`config.mk`:
```
export PLATFORM = sky130hd
export DESIGN_NAME = light_mode_ctrl
export DESIGN_NICKNAME = d
export VERILOG_FILES = /design/src/rtl/light_pkg.sv /design/src/rtl/button_debounce.sv /design/src/rtl/light_mode_ctrl.sv
export SDC_FILE = /design/constraint.sdc
export NUM_CORES = 1
export LEC_CHECK = 0
export BUFFER_PORTS_ARGS = -buffer_cell sky130_fd_sc_hd__buf_4
export CAP_MARGIN = 20
export CORE_ASPECT_RATIO = 1.2
export CORE_MARGIN = 2
export CORE_UTILIZATION = 31
export CTS_CLUSTER_DIAMETER = 100
export CTS_CLUSTER_SIZE = 12
export DETAILED_ROUTE_END_ITERATION = 6
export SYNTH_ARGS = -nofsm -noshare
export SYNTH_HDL_FRONTEND = slang
export SYNTH_HIERARCHICAL = 1
export SYNTH_SLANG_ARGS = --single-unit
```
`constraint.sdc`:
```
create_clock -name clk -period 2.5 [get_ports clk]
set_input_delay 0.25 -clock clk [delete_from_list [all_inputs] [get_ports clk]]
set_output_delay 0.25 -clock clk [all_outputs]
set_load 0.02 [all_outputs]
```
`src/rtl/light_pkg.sv`:
```
// Shared state encoding, default timing constants and output decode helpers
// for the smart-lighting mode controller.
package light_pkg;

    typedef enum logic [2:0] {
        AUTO_OFF   = 3'd0,
        AUTO_ON    = 3'd1,
        AUTO_WARN  = 3'd2,
        MANUAL_OFF = 3'd3,
        MANUAL_ON  = 3'd4
    } light_state_t;

    localparam int DEF_DEB_CYCLES  = 1000;
    localparam int DEF_LONG_CYCLES = 2000000;
    localparam int DEF_HOLD_CYCLES = 3000;
    localparam int DEF_WARN_CYCLES = 500;
    localparam int DEF_BLINK_HALF  = 50;

    function automatic logic is_manual(input light_state_t s);
        return (s == MANUAL_OFF) || (s == MANUAL_ON);
    endfunction

    function automatic logic lamp_level(input light_state_t s, input logic blink);
        logic lvl;
        lvl = 1'b0;
        case (s)
            AUTO_ON, MANUAL_ON: lvl = 1'b1;
            AUTO_WARN:          lvl = blink;
            default:            lvl = 1'b0;
        endcase
        return lvl;
    endfunction

endpackage

```
`src/rtl/button_debounce.sv`:
```
// Push-button front end: 2-FF synchronizer, stability debounce and a
// short/long press classifier that stays disarmed until a real release.
module button_debounce
    import light_pkg::*;
#(
    parameter int DEB_CYCLES  = DEF_DEB_CYCLES,
    parameter int LONG_CYCLES = DEF_LONG_CYCLES
) (
    input  logic clk,
    input  logic rst,
    input  logic push_button,
    output logic short_ev,
    output logic long_ev
);

    localparam int DW = $clog2(DEB_CYCLES + 1);
    localparam int LW = $clog2(LONG_CYCLES + 1);

    logic          btn_meta;
    logic          btn_s;
    logic          btn_d;
    logic [1:0]    sync_fill;
    logic [DW-1:0] deb_cnt;
    logic [LW-1:0] press_cnt;
    logic          armed;
    logic          long_done;

    // sync_fill marks when btn_s reflects the pin again rather than reset zeros
    always_ff @(posedge clk) begin
        if (!rst) begin
            btn_meta  <= 1'b0;
            btn_s     <= 1'b0;
            sync_fill <= 2'b00;
        end else begin
            btn_meta  <= push_button;
            btn_s     <= btn_meta;
            sync_fill <= {sync_fill[0], 1'b1};
        end
    end

    always_ff @(posedge clk) begin
        if (!rst) begin
            btn_d   <= 1'b0;
            deb_cnt <= '0;
        end else if (btn_s == btn_d) begin
            deb_cnt <= '0;
        end else if (deb_cnt == DW'(DEB_CYCLES - 1)) begin
            btn_d   <= btn_s;
            deb_cnt <= '0;
        end else begin
            deb_cnt <= deb_cnt + DW'(1);
        end
    end

    // A nonzero press count with btn_d low marks the first cycle after release
    always_ff @(posedge clk) begin
        if (!rst) begin
            press_cnt <= '0;
            long_done <= 1'b0;
            armed     <= 1'b0;
            short_ev  <= 1'b0;
            long_ev   <= 1'b0;
        end else begin
            short_ev <= 1'b0;
            long_ev  <= 1'b0;
            if (sync_fill[1] && !btn_s && !btn_d) begin
                armed <= 1'b1;
            end
            if (btn_d) begin
                if (press_cnt != LW'(LONG_CYCLES)) begin
                    press_cnt <= press_cnt + LW'(1);
                end
                if (press_cnt == LW'(LONG_CYCLES - 1)) begin
                    long_done <= 1'b1;
                    long_ev   <= armed;
                end
            end else if (press_cnt != '0) begin
                short_ev  <= armed && !long_done;
                press_cnt <= '0;
                long_done <= 1'b0;
            end
        end
    end

endmodule

```
`src/rtl/light_mode_ctrl.sv`:
```
// Lamp mode/timing controller: automatic motion-driven operation with a
// retriggerable hold and blinking warning, plus manual button toggling.
module light_mode_ctrl
    import light_pkg::*;
#(
    parameter int DEB_CYCLES  = DEF_DEB_CYCLES,
    parameter int LONG_CYCLES = DEF_LONG_CYCLES,
    parameter int HOLD_CYCLES = DEF_HOLD_CYCLES,
    parameter int WARN_CYCLES = DEF_WARN_CYCLES,
    parameter int BLINK_HALF  = DEF_BLINK_HALF
) (
    input  logic clk,
    input  logic rst,
    input  logic push_button,
    input  logic infravermelho,
    output logic led,
    output logic saida
);

    localparam int HW = $clog2(HOLD_CYCLES + 1);
    localparam int WW = $clog2(WARN_CYCLES + 1);
    localparam int BW = $clog2(BLINK_HALF + 1);

    localparam logic [HW-1:0] HOLD_LOAD  = HW'(HOLD_CYCLES - 1);
    localparam logic [WW-1:0] WARN_LOAD  = WW'(WARN_CYCLES - 1);
    localparam logic [BW-1:0] BLINK_LAST = BW'(BLINK_HALF - 1);

    logic pir_meta;
    logic pir_s;
    logic short_ev;
    logic long_ev;
    logic retrigger;

    light_state_t  state;
    light_state_t  state_nxt;
    logic [HW-1:0] hold_cnt;
    logic [HW-1:0] hold_nxt;
    logic [WW-1:0] warn_cnt;
    logic [WW-1:0] warn_nxt;
    logic [BW-1:0] blink_cnt;
    logic [BW-1:0] blink_cnt_nxt;
    logic          blink_ph;
    logic          blink_ph_nxt;

    always_ff @(posedge clk) begin
        if (!rst) begin
            pir_meta <= 1'b0;
            pir_s    <= 1'b0;
        end else begin
            pir_meta <= infravermelho;
            pir_s    <= pir_meta;
        end
    end

    button_debounce #(
        .DEB_CYCLES (DEB_CYCLES),
        .LONG_CYCLES(LONG_CYCLES)
    ) u_button (
        .clk        (clk),
        .rst        (rst),
        .push_button(push_button),
        .short_ev   (short_ev),
        .long_ev    (long_ev)
    );

    assign retrigger = pir_s || short_ev;

    always_ff @(posedge clk) begin
        if (!rst) begin
            state     <= AUTO_OFF;
            hold_cnt  <= '0;
            warn_cnt  <= '0;
            blink_cnt <= '0;
            blink_ph  <= 1'b0;
        end else begin
            state     <= state_nxt;
            hold_cnt  <= hold_nxt;
            warn_cnt  <= warn_nxt;
            blink_cnt <= blink_cnt_nxt;
            blink_ph  <= blink_ph_nxt;
        end
    end

    // Branch order encodes priority: long press, then short press/motion, then expiry
    always_comb begin
        state_nxt     = state;
        hold_nxt      = hold_cnt;
        warn_nxt      = warn_cnt;
        blink_cnt_nxt = blink_cnt;
        blink_ph_nxt  = blink_ph;
        case (state)
            AUTO_OFF: begin
                if (long_ev) begin
                    state_nxt = MANUAL_OFF;
                end else if (retrigger) begin
                    state_nxt = AUTO_ON;
                    hold_nxt  = HOLD_LOAD;
                end
            end
            AUTO_ON: begin
                if (long_ev) begin
                    state_nxt = MANUAL_ON;
                end else if (retrigger) begin
                    hold_nxt = HOLD_LOAD;
                end else if (hold_cnt == '0) begin
                    state_nxt     = AUTO_WARN;
                    warn_nxt      = WARN_LOAD;
                    blink_cnt_nxt = '0;
                    blink_ph_nxt  = 1'b0;
                end else begin
                    hold_nxt = hold_cnt - HW'(1);
                end
            end
            AUTO_WARN: begin
                if (long_ev) begin
                    state_nxt = MANUAL_ON;
                end else if (retrigger) begin
                    state_nxt = AUTO_ON;
                    hold_nxt  = HOLD_LOAD;
                end else if (warn_cnt == '0) begin
                    state_nxt = AUTO_OFF;
                end else begin
                    warn_nxt = warn_cnt - WW'(1);
                    if (blink_cnt == BLINK_LAST) begin
                        blink_cnt_nxt = '0;
                        blink_ph_nxt  = ~blink_ph;
                    end else begin
                        blink_cnt_nxt = blink_cnt + BW'(1);
                    end
                end
            end
            MANUAL_OFF: begin
                if (long_ev) begin
                    state_nxt = AUTO_OFF;
                end else if (short_ev) begin
                    state_nxt = MANUAL_ON;
                end
            end
            MANUAL_ON: begin
                if (long_ev) begin
                    state_nxt = AUTO_ON;
                    hold_nxt  = HOLD_LOAD;
                end else if (short_ev) begin
                    state_nxt = MANUAL_OFF;
                end
            end
            default: begin
                state_nxt = AUTO_OFF;
            end
        endcase
    end

    always_ff @(posedge clk) begin
        if (!rst) begin
            saida <= 1'b0;
            led   <= 1'b0;
        end else begin
            saida <= lamp_level(state, blink_ph);
            led   <= is_manual(state);
        end
    end

endmodule

```
==> impl_metrics.env, run 1 <==
export IMPL_run_status="completed"
export IMPL_areaGrowthSynthToFinish_pct=12.4
export IMPL_grt_max_degree=46
export IMPL_cts_reportedPaths_clkPinSlew_ns=0.06
export IMPL_drt_vias_per_instance=5.34
export IMPL_post_cts_resized=0
export IMPL_finalMaxSlewViolations=0
export IMPL_reg2reg_to="hold_cnt[5]"
export IMPL_hold_viol_final=0
export IMPL_cts_buffers=9
export IMPL_grt_ovfl_total=0
export IMPL_finalSetupTns_ns=0
export IMPL_finalSetupViolCount=0
export IMPL_gp_congestion=0.862
export IMPL_min_period_ns=2.16
export IMPL_fin_crit_sh_pct=86.4
export IMPL_min_to="pir_meta"
export IMPL_clock_sinks=75
export IMPL_p_per_area_nw_per_um2=619
export IMPL_hp_start="infravermelho"
export IMPL_whs_ns=0.127
export IMPL_maxSlewHeadroom_pct=53.9
export IMPL_critPathMaxFanout=7
export IMPL_ys_ff_latch=75
export IMPL_wl_per_cell_um=13.6
export IMPL_h_tree_depth=3
export IMPL_die_height_um=126
export IMPL_drc_errors=0
export IMPL_die_w_um=106
export IMPL_num_rows=44
export IMPL_postCtsHoldBufs=0
export IMPL_grt_usage_pct=13.1
export IMPL_cp_depth=5
export IMPL_worstPathArrival_ns=2.44
export IMPL_synth_flop_cell="dfxtp_1"
export IMPL_core_area_um2=12200
export IMPL_yosysUniqueCellTypes=63
export IMPL_syn_avg_cell_area_um2=8.40
export IMPL_ios=6
export IMPL_syn_num_nets=473
export IMPL_yosysWarnings=6
export IMPL_reg2reg_from="hold_cnt[6]"
export IMPL_setup_worst_path_end_class="flop"
export IMPL_layout_drive_gt1_share_pct=10.5
export IMPL_max_freq_ghz=0.463
export IMPL_die_area_um2=13400
export IMPL_critPathBufInv=0
export IMPL_drt_wl_total_um=8510
export IMPL_synth_area_um2=3870
export IMPL_rrSetupSlack_ns=0.34
export IMPL_critical_path_top_delay_family="simple AND/OR/NAND/NOR gates"
export IMPL_tightest_slew_ns=0.684
export IMPL_cts_root_buf="clkbuf_16"
export IMPL_cap_violations=0
export IMPL_async_flop_share_pct=0
export IMPL_crit_chain="or4_4, nor4_4, and3_1, or3_1, o221a_2"
export IMPL_dr_pass1_iters=4
export IMPL_vias=3356
export IMPL_hold_class="in2reg"
export IMPL_synth_cells=461
export IMPL_fill_cells=1222
export IMPL_finalClockSkew_ns=0.00748
export IMPL_ff2ff_path_depth=5
export IMPL_cp_slowest_stage_delay_ns=0.58
export IMPL_synth_seq_area_share_pct=38.8
export IMPL_drt_iter0_markers=165
export IMPL_worst_ep_required_time_ns=2.78
export IMPL_hold_depth=2
export IMPL_drt_antenna_violating_nets=0
export IMPL_rsz0062_at_grt="false"
export IMPL_cts_tree="done"
export IMPL_post_cts_buffers=0
export IMPL_nets=474
export IMPL_p_leak_nw=1.53
export IMPL_clkLatencyLatePin_ns=0.33
export IMPL_initial_core_util_pct=31.8
export IMPL_start_kind="flop"
export IMPL_ir_drop_mv=0.331
export IMPL_io_buffers=5
export IMPL_clk_path_buf_depth=2
export IMPL_antenna_found_initial=0
export IMPL_crit_slowest_cell="or4_4"
export IMPL_crit_type="reg2reg"
export IMPL_dp_hpwl_um=5860
export IMPL_synth_edf_count=0
export IMPL_n_antenna_cell=0
export IMPL_grt_pass1_wl_um=14700
export IMPL_first_global_vias=3229
[report_power, final]
part / total [mW] / internal (mW) / switching (mW)
Clock: 1.24 / 0.754 / 0.487
Combinational: 0.207 / 0.0868 / 0.120
Sequential: 1.25 / 1.22 / 0.0256
[registers in the layout, indices dropped and copies added (netlist names), 2 cells and up]
name and flops:
hold_cnt 12, u_button/sync_fill 2, warn_cnt 9, u_button/deb_cnt 10, state 3, u_button/press_cnt 21, blink_cnt 6
[cells by family after synthesis]
family | Yosys count | synth area share [%]
and+or+nand+nor | 203 | 28.5
AOI/OAI and AO/OA | 110 | 20.4
adders and majority gates | 8 | 2.59
xor gates and xnor gates | 17 | 3.85
muxes | 4 | 1.03
buffers and inverters | 44 | 4.88
DFF | 75 | 38.8
[stage by stage]
stage / power [mW] / instances / instance area [um^2] / util [%] / worst slack, ns
after global placement: 1.47 / 612 / 4060 / 33.4 / 0.417
final: 2.69 / 628 / 4350 / 35.8 / 0.341
after CTS: 2.73 / 628 / 4350 / 35.8 / 0.350
after floorplan: 1.42 / 461 / 3870 / - / 0.509
after global routing: 2.81 / 628 / 4350 / 35.8 / 0.155
after detailed placement: 1.48 / 612 / 4060 / 33.4 / 0.356
[Yosys cell counts (all sizes together) (4+ instances only)]
library cell	count	area, um^2
a211oi	6	45.0
a21oi	23	115
a31oi	9	56.3
a32o	4	40.0
and2	7	43.8
and3	9	56.3
buf	10	61.3
clkbuf	13	48.8
dfxtp	75	1500
ha	8	100
inv	21	78.8
mux2i	4	40.0
nand2	35	131
nand2b	5	31.3
nand3	18	95.1
nand4	17	113
nor2	54	205
nor3	16	80.1
nor3b	5	37.5
nor4	7	73.8
nor4b	4	35.0
o2111ai	4	35.0
o21a	5	37.5
o21ai	20	108
o221a	5	56.3
o22ai	4	31.3
o311ai	6	52.6
o31ai	8	60.1
or3	5	31.3
or4	7	56.3
xnor2	7	61.3
xor2	10	87.6
[cell usage in the layout, fill, tap and decap left out, types with 7 or more instances in the layout]
master	n
nand2_1	35
buf_4	13
clkbuf_16	9
a21oi_1	23
xor2_1	10
o31ai_1	8
a31oi_1	9
ha_1	8
inv_1	21
dfxtp_1	75
nand4_1	16
nor2_1	53
nor3_1	16
and3_1	9
xnor2_1	7
nand3_1	17
o21ai_0	18
and2_1	7
[how the worst max path moves through the flow]
stage / from / endpoint / slack (ns)
floorplan: state[0] / hold_cnt[2] / 0.51
detailed placement: hold_cnt[6] / hold_cnt[5] / 0.36
finish: hold_cnt[6] / hold_cnt[5] / 0.34
global placement: hold_cnt[6] / hold_cnt[5] / 0.42
global route: state[1] / blink_cnt[4] / 0.15
CTS: hold_cnt[6] / hold_cnt[5] / 0.35
[area by class of cell]
cell class,instances,area [um^2],share of cell area [%]
Multi-Input combinational cell,342,2180,50.1
Sequential cell,75,1500,34.5
Clock buffer,13,270,6.21
Tap cell,161,201,4.63
Inverter,21,78.8,1.81
Timing Repair Buffer,13,97.6,2.24
Clock inverter,3,21.3,0.489
[routing by layer]
layer	up-vias	wire [um]	GRT usage, %
li1	1716	-	-
met1	1594	4030	15.7
met2	40	4210	22.8
met3	6	199	3.03
met4	0	66	4.88
met5	-	0	0
No activity file was read; power rests on OpenSTA's default activity.
==> run 2: changes to the inputs <==
==> constraint.sdc (replaced) <==
create_clock -name clk -period 2.6 [get_ports clk]
set_input_delay 0.26 -clock clk [delete_from_list [all_inputs] [get_ports clk]]
set_output_delay 0.26 -clock clk [all_outputs]
set_load 0.02 [all_outputs]
==> run 2 against run 1 <==
Effect of this change: utilization grew 0.24 points; sequential power shrank 4%; worst setup slack lost 0.092 ns; total power grew 1.5%; hold slack lost 0.00097 ns; highest routed layer unchanged; count of clock-buffer cells in the layout shrank 1; sequential cell count is the same; maximum frequency shrank 8.2%; sequential share of layout area shrank 0.23 points.
==> impl_metrics.env, run 2 (synthesis results as in run 1) <==
export IMPL_core_area_um2=12200
export IMPL_mostFrequentLayoutCells="dfxtp_1, nor2_1, nand2_1"
export IMPL_gp_congestion=0.846
export IMPL_regMostFlops="u_button/press_cnt"
export IMPL_cts_root_buf="clkbuf_16"
export IMPL_hold_class="in2reg"
export IMPL_h_tree_depth=3
export IMPL_worst_slack_ns=0.249
export IMPL_hold_viol_final=0
export IMPL_cap_violations=0
export IMPL_ir_drop_mv=0.288
export IMPL_start_kind="flop"
export IMPL_grt_usage_pct=13.5
export IMPL_finalInstanceArea_um2=4380
export IMPL_power_frac_clock_pct=48.8
export IMPL_clk_path_buf_depth=2
export IMPL_crit_type="reg2reg"
export IMPL_dp_hpwl_um=5900
export IMPL_cts_buffers=9
export IMPL_finalClockSkew_ns=0.00511
export IMPL_io_buffers=5
export IMPL_n_antenna_cell=0
export IMPL_drt_iter0_markers=171
export IMPL_placedInstanceArea_um2=4060
export IMPL_first_global_vias=3265
export IMPL_die_w_um=106
export IMPL_cts_tree="done"
export IMPL_p_seq_share_pct=43.8
export IMPL_wl_per_cell_um=13.6
export IMPL_grt_max_degree=34
export IMPL_clkLatencyLatePin_ns=0.33
export IMPL_drt_wl_total_um=8550
export IMPL_drt_vias_per_instance=5.43
export IMPL_run_status="completed"
export IMPL_fin_crit_sh_pct=90.4
export IMPL_power_total_mw=2.73
export IMPL_die_area_um2=13400
export IMPL_dr_pass1_iters=4
export IMPL_tightest_slew_ns=0.694
export IMPL_ios=6
export IMPL_post_cts_resized=0
export IMPL_finalSetupTns_ns=0
export IMPL_initial_core_util_pct=31.8
export IMPL_p_per_area_nw_per_um2=624
export IMPL_die_height_um=126
export IMPL_swShare_pct=22.3
export IMPL_place_ws_ns=0.265
export IMPL_fill_cells=1223
export IMPL_max_freq_ghz=0.425
export IMPL_rrSetupSlack_ns=0.25
export IMPL_clock_sinks=75
export IMPL_setup_worst_path_end_class="flop"
export IMPL_post_cts_buffers=0
export IMPL_p_leak_nw=1.54
export IMPL_postCtsHoldBufs=0
export IMPL_largest_reg_flops=21
export IMPL_grt_pass1_wl_um=15000
export IMPL_top_regs="u_button/press_cnt x21, hold_cnt x12, u_button/deb_cnt x10"
export IMPL_finalMaxSlewViolations=0
export IMPL_drt_antenna_violating_nets=0
export IMPL_internal_power_mw=2.13
export IMPL_nets=474
export IMPL_drc_errors=0
export IMPL_final_common_cell="dfxtp_1"
export IMPL_p_comb_share_pct=7.4
export IMPL_areaGrowthSynthToFinish_pct=13.2
export IMPL_fin_cells=628
export IMPL_rsz0062_at_grt="false"
export IMPL_critPathMaxFanout=12
export IMPL_dp_cells=612
export IMPL_maxSlewHeadroom_pct=53.2
export IMPL_num_rows=44
export IMPL_cts_reportedPaths_clkPinSlew_ns=0.06
export IMPL_grt_ovfl_total=0
export IMPL_min_period_ns=2.35
export IMPL_layout_drive_gt1_share_pct=10.3
export IMPL_p_sw_mw=0.609
export IMPL_worst_ep_required_time_ns=2.87
export IMPL_finalSetupViolCount=0
export IMPL_antenna_found_initial=0
export IMPL_vias=3413
export IMPL_worstPathArrival_ns=2.63
==> run 2: path summary, 6_finish.rpt <==
path	startpoint	endpoint	depth (start not counted)
worst max-delay path	hold_cnt[6]	hold_cnt[2]	5
worst min-delay path	infravermelho	pir_meta	2
worst min register to register	u_button/btn_meta	u_button/btn_s	1
worst max register to register	hold_cnt[6]	hold_cnt[2]	5
==> run 2: routing by layer <==
metal / routed length, um / share of wire, % / global-route usage, %
met3: 227 / 2.7 / 2.62
met2: 4090 / 48 / 22.4
met1: 4030 / 47 / 16.4
met5: 0 / 0 / 0
met4: 200 / 2.3 / 7.20
==> run 2: per-stage QoR <==
stage	hold WS, ns	util, %
after global routing	0.135	36.0
final	0.126	36.0
after detailed placement	0.418	33.4
after floorplan	0.288	-
after CTS	0.115	36.0
after global placement	0.410	33.4
==> run 2: power groups by stage <==
stage / Clock (mW) / Combinational, mW / Sequential (mW)
floorplan: 0 / 0.154 / 1.22
global placement: 0 / 0.197 / 1.22
detailed placement: 0 / 0.202 / 1.22
CTS: 1.37 / 0.203 / 1.20
global route: 1.42 / 0.224 / 1.20
finish: 1.33 / 0.202 / 1.20
==> run 2: worst max-delay path: stages (launching register included) <==
cell and delay, ns:
dfxtp_1 0.36, or4_4 0.59, nor4_4 0.32, and3_1 0.43, or3_1 0.35, o221a_2 0.24
==> run 2: layout make-up <==
| type | instances | area (um^2) | area share (%) |
|---|---|---|---|
| timing repair buffer | 13 | 97.6 | 2.23 |
| multi-input combinational | 342 | 2180 | 49.8 |
| sequential | 75 | 1500 | 34.3 |
| clock inverter | 4 | 73.8 | 1.69 |
| clock buffer | 12 | 246 | 5.63 |
| inverter | 21 | 78.8 | 1.80 |
| tap | 161 | 201 | 4.60 |
